===== src/rtl/if_prefetch_pkg.sv =====
// Shared definitions for the instruction prefetch unit:
// branch opcode, opcode field bounds and the fetch FSM states.
package if_prefetch_pkg;

  localparam logic [6:0] BRANCH_OP = 7'b1100011;
  localparam int OPC_LSB = 0;
  localparam int OPC_MSB = 6;

  typedef enum logic [1:0] {
    S_FETCH,
    S_PRED,
    S_DISCARD
  } state_t;

  function automatic logic is_branch_op(logic [OPC_MSB:OPC_LSB] opc);
    return opc == BRANCH_OP;
  endfunction

endpackage


===== src/rtl/if_prefetch_fifo.sv =====
// Instruction queue: power-of-two ring buffer with flush,
// head presented combinationally (zero while empty).
module fetch_fifo #(
  parameter int WIDTH = 8,
  parameter int DEPTH = 4
) (
  input  logic                     clk,
  input  logic                     rst,
  input  logic                     push,
  input  logic                     pop,
  input  logic                     flush,
  input  logic [WIDTH-1:0]         wdata,
  output logic [WIDTH-1:0]         rdata,
  output logic [$clog2(DEPTH):0]   count,
  output logic                     full,
  output logic                     empty
);

  localparam int AW = $clog2(DEPTH);
  localparam int DEPTH_I = DEPTH;
  localparam logic [AW:0] FULL_CNT = DEPTH_I[AW:0];

  logic [WIDTH-1:0] mem [DEPTH];
  logic [AW-1:0]    wr_ptr;
  logic [AW-1:0]    rd_ptr;
  logic             do_push;
  logic             do_pop;

  assign full    = count == FULL_CNT;
  assign empty   = count == '0;
  assign do_push = push && !full && !flush;
  assign do_pop  = pop && !empty && !flush;
  assign rdata   = empty ? '0 : mem[rd_ptr];

  always_ff @(posedge clk or negedge rst) begin
    if (!rst) begin
      wr_ptr <= '0;
      rd_ptr <= '0;
      count  <= '0;
    end else if (flush) begin
      wr_ptr <= '0;
      rd_ptr <= '0;
      count  <= '0;
    end else begin
      if (do_push) wr_ptr <= wr_ptr + 1'b1;
      if (do_pop)  rd_ptr <= rd_ptr + 1'b1;
      unique case ({do_push, do_pop})
        2'b10:   count <= count + 1'b1;
        2'b01:   count <= count - 1'b1;
        default: count <= count;
      endcase
    end
  end

  always_ff @(posedge clk) begin
    if (do_push) mem[wr_ptr] <= wdata;
  end

endmodule


===== src/rtl/if_prefetch.sv =====
// Instruction prefetch: multi-beat fetch, branch prediction
// handshake, redirect/discard handling, and a decode-facing queue.
module if_prefetch
  import if_prefetch_pkg::*;
#(
  parameter int ADDR_W     = 32,
  parameter int INST_BYTES = 4,
  parameter int MEM_BYTES  = 1,
  parameter int QDEPTH     = 4
) (
  input  logic                    clk,
  input  logic                    rst,
  input  logic                    redirect,
  input  logic [ADDR_W-1:0]       redirect_pc,
  output logic                    mem_req,
  output logic [ADDR_W-1:0]       mem_addr,
  input  logic                    mem_rvalid,
  input  logic [8*MEM_BYTES-1:0]  mem_rdata,
  output logic                    pred_req,
  output logic [ADDR_W-1:0]       pred_pc,
  input  logic                    pred_valid,
  input  logic                    pred_taken,
  input  logic [ADDR_W-1:0]       pred_target,
  output logic                    out_valid,
  input  logic                    out_ready,
  output logic [ADDR_W-1:0]       out_pc,
  output logic [8*INST_BYTES-1:0] out_inst,
  output logic                    out_jump
);

  localparam int BEATS = INST_BYTES / MEM_BYTES;
  localparam int BW    = 8 * MEM_BYTES;
  localparam int IW    = 8 * INST_BYTES;
  localparam int CW    = (BEATS > 1) ? $clog2(BEATS) : 1;
  localparam int EW    = ADDR_W + IW + 1;
  localparam logic [CW-1:0] LAST = CW'(BEATS - 1);

  if (MEM_BYTES < 1 || INST_BYTES % MEM_BYTES != 0) begin : g_bad_beat
    $error("INST_BYTES must be a multiple of MEM_BYTES");
  end
  if (QDEPTH < 2 || (QDEPTH & (QDEPTH - 1)) != 0) begin : g_bad_depth
    $error("QDEPTH must be a power of two >= 2");
  end

  state_t                 state;
  logic [ADDR_W-1:0]      fetch_pc;
  logic [CW-1:0]          beat;
  logic [IW-1:0]          inst_buf;
  logic [IW-1:0]          inst_new;
  logic [ADDR_W-1:0]      next_pc;
  logic [ADDR_W-1:0]      beat_addr;
  logic                   last_beat;
  logic                   branch;
  logic                   fetch_push;
  logic                   pred_push;
  logic                   push;
  logic                   pop;
  logic                   full;
  logic                   empty;
  logic [EW-1:0]          wdata;
  logic [EW-1:0]          rdata;
  logic [$clog2(QDEPTH):0] count;

  always_comb begin
    inst_new = inst_buf;
    inst_new[int'(beat)*BW +: BW] = mem_rdata;
  end

  assign next_pc   = fetch_pc + ADDR_W'(INST_BYTES);
  assign beat_addr = fetch_pc + ADDR_W'(beat) * ADDR_W'(MEM_BYTES);
  assign last_beat = beat == LAST;
  assign branch    = is_branch_op(inst_new[OPC_MSB:OPC_LSB]);

  assign fetch_push = (state == S_FETCH) && mem_req && mem_rvalid
                   && last_beat && !branch && !redirect;
  assign pred_push  = (state == S_PRED) && pred_valid && !full
                   && !redirect;
  assign push = fetch_push || pred_push;
  assign pop  = out_valid && out_ready && !redirect;

  assign wdata = {fetch_pc,
                  pred_push ? inst_buf : inst_new,
                  pred_push && pred_taken};

  fetch_fifo #(
    .WIDTH (EW),
    .DEPTH (QDEPTH)
  ) u_fifo (
    .clk   (clk),
    .rst   (rst),
    .push  (push),
    .pop   (pop),
    .flush (redirect),
    .wdata (wdata),
    .rdata (rdata),
    .count (count),
    .full  (full),
    .empty (empty)
  );

  assign out_valid = !empty;
  assign {out_pc, out_inst, out_jump} = rdata;

  always_ff @(posedge clk or negedge rst) begin
    if (!rst) begin
      state    <= S_FETCH;
      fetch_pc <= '0;
      beat     <= '0;
      inst_buf <= '0;
      mem_req  <= 1'b0;
      mem_addr <= '0;
      pred_req <= 1'b0;
      pred_pc  <= '0;
    end else begin
      unique case (state)
        S_FETCH: begin
          if (redirect) begin
            fetch_pc <= redirect_pc;
            beat     <= '0;
            inst_buf <= '0;
            // An unanswered beat must still be drained.
            if (mem_req && !mem_rvalid) state <= S_DISCARD;
            else mem_req <= 1'b0;
          end else if (mem_req) begin
            if (mem_rvalid) begin
              mem_req <= 1'b0;
              if (last_beat) begin
                beat <= '0;
                if (branch) begin
                  state    <= S_PRED;
                  pred_req <= 1'b1;
                  pred_pc  <= fetch_pc;
                  inst_buf <= inst_new;
                end else begin
                  fetch_pc <= next_pc;
                  inst_buf <= '0;
                end
              end else begin
                beat     <= beat + 1'b1;
                inst_buf <= inst_new;
              end
            end
          end else if (beat != '0 || int'(count) < QDEPTH) begin
            mem_req  <= 1'b1;
            mem_addr <= beat_addr;
          end
        end
        S_PRED: begin
          if (redirect) begin
            fetch_pc <= redirect_pc;
            pred_req <= 1'b0;
            inst_buf <= '0;
            state    <= S_FETCH;
          end else if (pred_valid && !full) begin
            fetch_pc <= pred_taken ? pred_target : next_pc;
            pred_req <= 1'b0;
            inst_buf <= '0;
            state    <= S_FETCH;
          end
        end
        S_DISCARD: begin
          if (redirect) fetch_pc <= redirect_pc;
          if (mem_rvalid) begin
            mem_req <= 1'b0;
            state   <= S_FETCH;
          end
        end
        default: state <= S_FETCH;
      endcase
    end
  end

endmodule

===== config.mk =====
export PLATFORM = sky130hd
export DESIGN_NAME = if_prefetch
export DESIGN_NICKNAME = d
export VERILOG_FILES = /design/src/rtl/if_prefetch_pkg.sv /design/src/rtl/if_prefetch_fifo.sv /design/src/rtl/if_prefetch.sv
export SDC_FILE = /design/constraint.sdc
export NUM_CORES = 1
export LEC_CHECK = 0
export CELL_PAD_IN_SITES_DETAIL_PLACEMENT = 1
export CELL_PAD_IN_SITES_GLOBAL_PLACEMENT = 1
export CORE_MARGIN = 1
export CORE_UTILIZATION = 47
export DETAILED_ROUTE_END_ITERATION = 10
export PLACE_DENSITY_LB_ADDON = 0.1
export RECOVER_POWER = 25
export SETUP_SLACK_MARGIN = 0.2
export SLEW_MARGIN = 20
export SYNTH_ARGS = -nofsm -noshare
export SYNTH_HDL_FRONTEND = slang
export SYNTH_SLANG_ARGS = --single-unit

===== constraint.sdc =====
create_clock -name clk -period 4.99 [get_ports clk]
set_input_delay 0.998 -clock clk [delete_from_list [all_inputs] [get_ports clk]]
set_output_delay 0.998 -clock clk [all_outputs]
set_load 0.1 [all_outputs]

==> flow_summary.json <==
{
  "status": "finished with violations",
  "violations": "max-capacitance violations, max-slew violations",
  "path_cells": "inv_1, ha_1, nor3b_2, a32oi_2, nor3_4, o31ai_4, nor3_1, fa_1, nor3_1, a32o_1, nand2_1, a31o_2, o211ai_1",
  "peakVddDrop_v": 0.0005305,
  "yosys.area.top_type_share_pct": 42.66,
  "synth.area.top_cells": "edfxtp_1 43%, dfrtp_1 19%, mux4_2 8.0%",
  "grt_overflow": 0,
  "ys_ff_latch": 401,
  "first_iter_violations": 999,
  "syn2layout_area_growth_pct": 21.59,
  "cts_htree_levels": 2,
  "timing.rr.end": "u_fifo.count[2]",
  "crit_start": "beat[0]",
  "grt_pass1_wl_um": 81050,
  "r2r_slack_ps": 1120,
  "numPortBuffers": 210,
  "routedWlPerCell_um": 25.92,
  "grt_pass1_vias": 13210,
  "relSlewSlack_pct": -70.19,
  "drive_above_1_share_pct": 19.25,
  "multi_input_area_um2": 6496,
  "cts_buffers": 44,
  "final-max-slew-violation-count": 89,
  "power.density_nw_per_um2": 494.4,
  "cp_num_buf_inv": 1,
  "final_nets": 1636,
  "cts_tree": "yes",
  "fmax_mhz": 258.1,
  "hold_ws_ps": 485.3,
  "cts_resized": 0,
  "hold_viol": 0,
  "dr.pass1.iters": 5,
  "vias_per_cell": 6.065,
  "numClockSinks": 401,
  "crit_fanout": 13,
  "fp.dieW_um": 199.3,
  "post-route-min-period_ps": 3875,
  "seq_area_um2": 11340,
  "cp-start-kind": "flip-flop",
  "start_util_pct": 48.14,
  "setup_violations": 0,
  "cts_root_buf": "clkbuf_16",
  "netSwitchingFraction_pct": 38.24,
  "switchingPower_mw": 4.207,
  "ys.flop_type": "edfxtp_1",
  "post-route-period-util_pct": 77.65,
  "clk_pin_slew_ps": 60,
  "die_h_um": 199.3,
  "power_frac_comb_pct": 28.9,
  "hp-class": "flip-flop to flip-flop",
  "p_clk_share_pct": 28.6,
  "via_count": 12650,
  "rsz0062_at_grt": "no",
  "ys_warn_count": 0,
  "ant_nets": 0,
  "grt.total_usage_pct": 27.57,
  "hpwlAfterDp_um": 35670,
  "cp_data_required_time_ps": 5410,
  "cts_hold_buf": 0,
  "dieArea_um2": 39730,
  "synth_edf_count": 260,
  "maxCapViolations": 1,
  "crit_cells": 13,
  "num_rows": 71,
  "cp-endpoint": "u_fifo.count[2]",
  "final.fill_count": 3772,
  "antenna_found_initial": 2,
  "postRouteWirelength_um": 54070,
  "synth_area_um2": 18300,
  "p_seq_share_pct": 42.6,
  "synth_largest_area_cell": "edfxtp_1",
  "synthCells": 1338,
  "setup_tns_ps": 0,
  "p_int_mw": 6.795,
  "crit_type": "flip-flop to flip-flop",
  "r2r-start": "beat[0]",
  "cp_slowest_stage_delay_ps": 510,
  "synth.distinct_cells": 84,
  "async_flop_share_pct": 35.16,
  "path_common_cell": "nor3_1",
  "coreArea_um2": 38020,
  "ff2ff_path_depth": 13,
  "synth-seq-area-share_pct": 61.94,
  "skew_ps": 13.19,
  "power_leakage_nw": 8.201,
  "slowest_stage": "dfrtp_1",
  "io_pins": 211,
  "critPathCaptureType": "flip-flop",
  "worstPathArrival_ps": 4300,
  "worst_path_dominant_cell_family": "simple AND/OR/NAND/NOR gates",
  "clkLatencyLatePin_ps": 560,
  "syn_nets": 1434,
  "cts_setup_buffers": 0,
  "synth.avg_cell_area_um2": 13.68,
  "gp_congestion": 0.8607,
  "grt_start_max_net_pins": 89,
  "drc": 0,
  "ctsLongestPathBuffers": 3,
  "worstMarginPinSlew_ps": 2553
}
## kinds of logic (layout without fill, tap and decap cells)
family | Yosys count | count (layout) | synth area share (%)
multiplexers | 103 | 103 | 10.34
AND/OR/NAND/NOR | 339 | 339 | 9.817
AO/OA/AOI/OAI | 327 | 327 | 12.27
XOR/XNOR | 37 | 37 | 1.771
flip-flops | 401 | 401 | 61.94
other | 0 | 1 | 0
buffers and inverters | 114 | 350 | 2.618
adder cells (fa/ha/maj) | 17 | 17 | 1.244
## power groups by stage
stage	clock network (mW)	logic, mW	registers, mW
2_1_floorplan	0	1.55	5.19
3_3_place_gp	0	3.06	4.71
3_5_place_dp	0	3.13	4.73
4_1_cts	3.19	3.16	4.67
5_1_grt	3.31	3.37	4.72
6_report	3.14	3.18	4.68
## cell usage in the layout (no fill, tap or decap), drive strengths merged, types with 22 or more instances in the layout
| cell type | Yosys | routed |
|---|---|---|
| inv | 22 | 22 |
| clkdlybuf4s50 | 0 | 143 |
| and2 | 72 | 72 |
| dfrtp | 141 | 141 |
| nor3 | 23 | 23 |
| a22o | 59 | 59 |
| mux2 | 36 | 36 |
| o21ai | 91 | 91 |
| buf | 38 | 101 |
| nand2 | 97 | 97 |
| nand3 | 29 | 29 |
| edfxtp | 260 | 260 |
| clkbuf | 52 | 66 |
| mux4 | 65 | 65 |
| a21oi | 78 | 78 |
| nor2 | 61 | 61 |
| xnor2 | 26 | 26 |
## worst min path at each step
stage,end,depth (start not counted),startpoint,slack [ps]
after floorplan,inst_buf[1],2,inst_buf[1],460
after global placement,mem_addr[10],2,mem_addr[10],470
after detailed placement,mem_addr[23],2,mem_addr[23],470
after CTS,mem_addr[23],2,mem_addr[23],490
after global routing,mem_addr[15],2,mem_addr[15],510
final,mem_addr[23],2,mem_addr[23],490
## area by class of cell
class,instances,area share (%)
Antenna cell,1,0.01124
Clock buffer,64,5.611
Inverter,24,0.4048
Clock inverter,16,0.6185
Tap cell,511,2.873
Timing Repair Buffer,246,10.33
Multi-Input combinational cell,823,29.19
Sequential cell,401,50.96
## metal layers
metal,global-route usage (%),wire length [um]
met3,4.641,3561
met2,42.83,25450
met5,0,0
met1,39.94,23740
met4,8.284,1326
## cells in the mapped netlist (all sizes together), types with 6 or more instances
cell / count
dfrtp: 141
a22oi: 7
o21ai: 91
a31oi: 8
xnor2: 26
nand2: 97
or3: 6
a21oi: 78
nor3: 23
mux4: 65
mux2: 36
edfxtp: 260
nand4: 11
nor2b: 8
clkbuf: 52
nor4: 6
and2: 72
nand2b: 6
o22ai: 6
xor2: 11
a221oi: 7
nand3: 29
o2bb2ai: 6
and3: 7
ha: 15
o22a: 8
buf: 38
inv: 22
a21o: 12
a22o: 59
nor2: 61
## state kept, by name (all words and copies together) (netlist names)
name and cells:
mem_req 1, u_fifo.count 3, state 2, u_fifo.wr_ptr 2, u_fifo.mem 260, u_fifo.rd_ptr 2
mem_addr 32, inst_buf 32, pred_req 1, fetch_pc 32, beat 2, pred_pc 32
## through the flow
| step | utilization, % | instance area [um2] | cells | setup slack (ps) | total power [mW] |
|---|---|---|---|---|---|
| 6_report | 58.53 | 22250 | 2086 | 1115 | 11.00 |
| 5_1_grt | 58.53 | 22250 | 2086 | 786.4 | 11.40 |
| 4_1_cts | 58.55 | 22260 | 2085 | 1046 | 11.02 |
| 3_5_place_dp | 54.90 | 20880 | 2005 | 756.5 | 7.858 |
| 3_3_place_gp | 54.90 | 20880 | 2005 | 806.1 | 7.767 |
| 2_1_floorplan | - | 18300 | 1338 | 680.0 | 6.736 |
## tightest hold or removal path, cell delays in order, from the launching register on
cell     delay, ps
dfrtp_1        340
nand2_1         50
o21ai_0         60
Note: power is estimated with default switching activity, not from simulation.
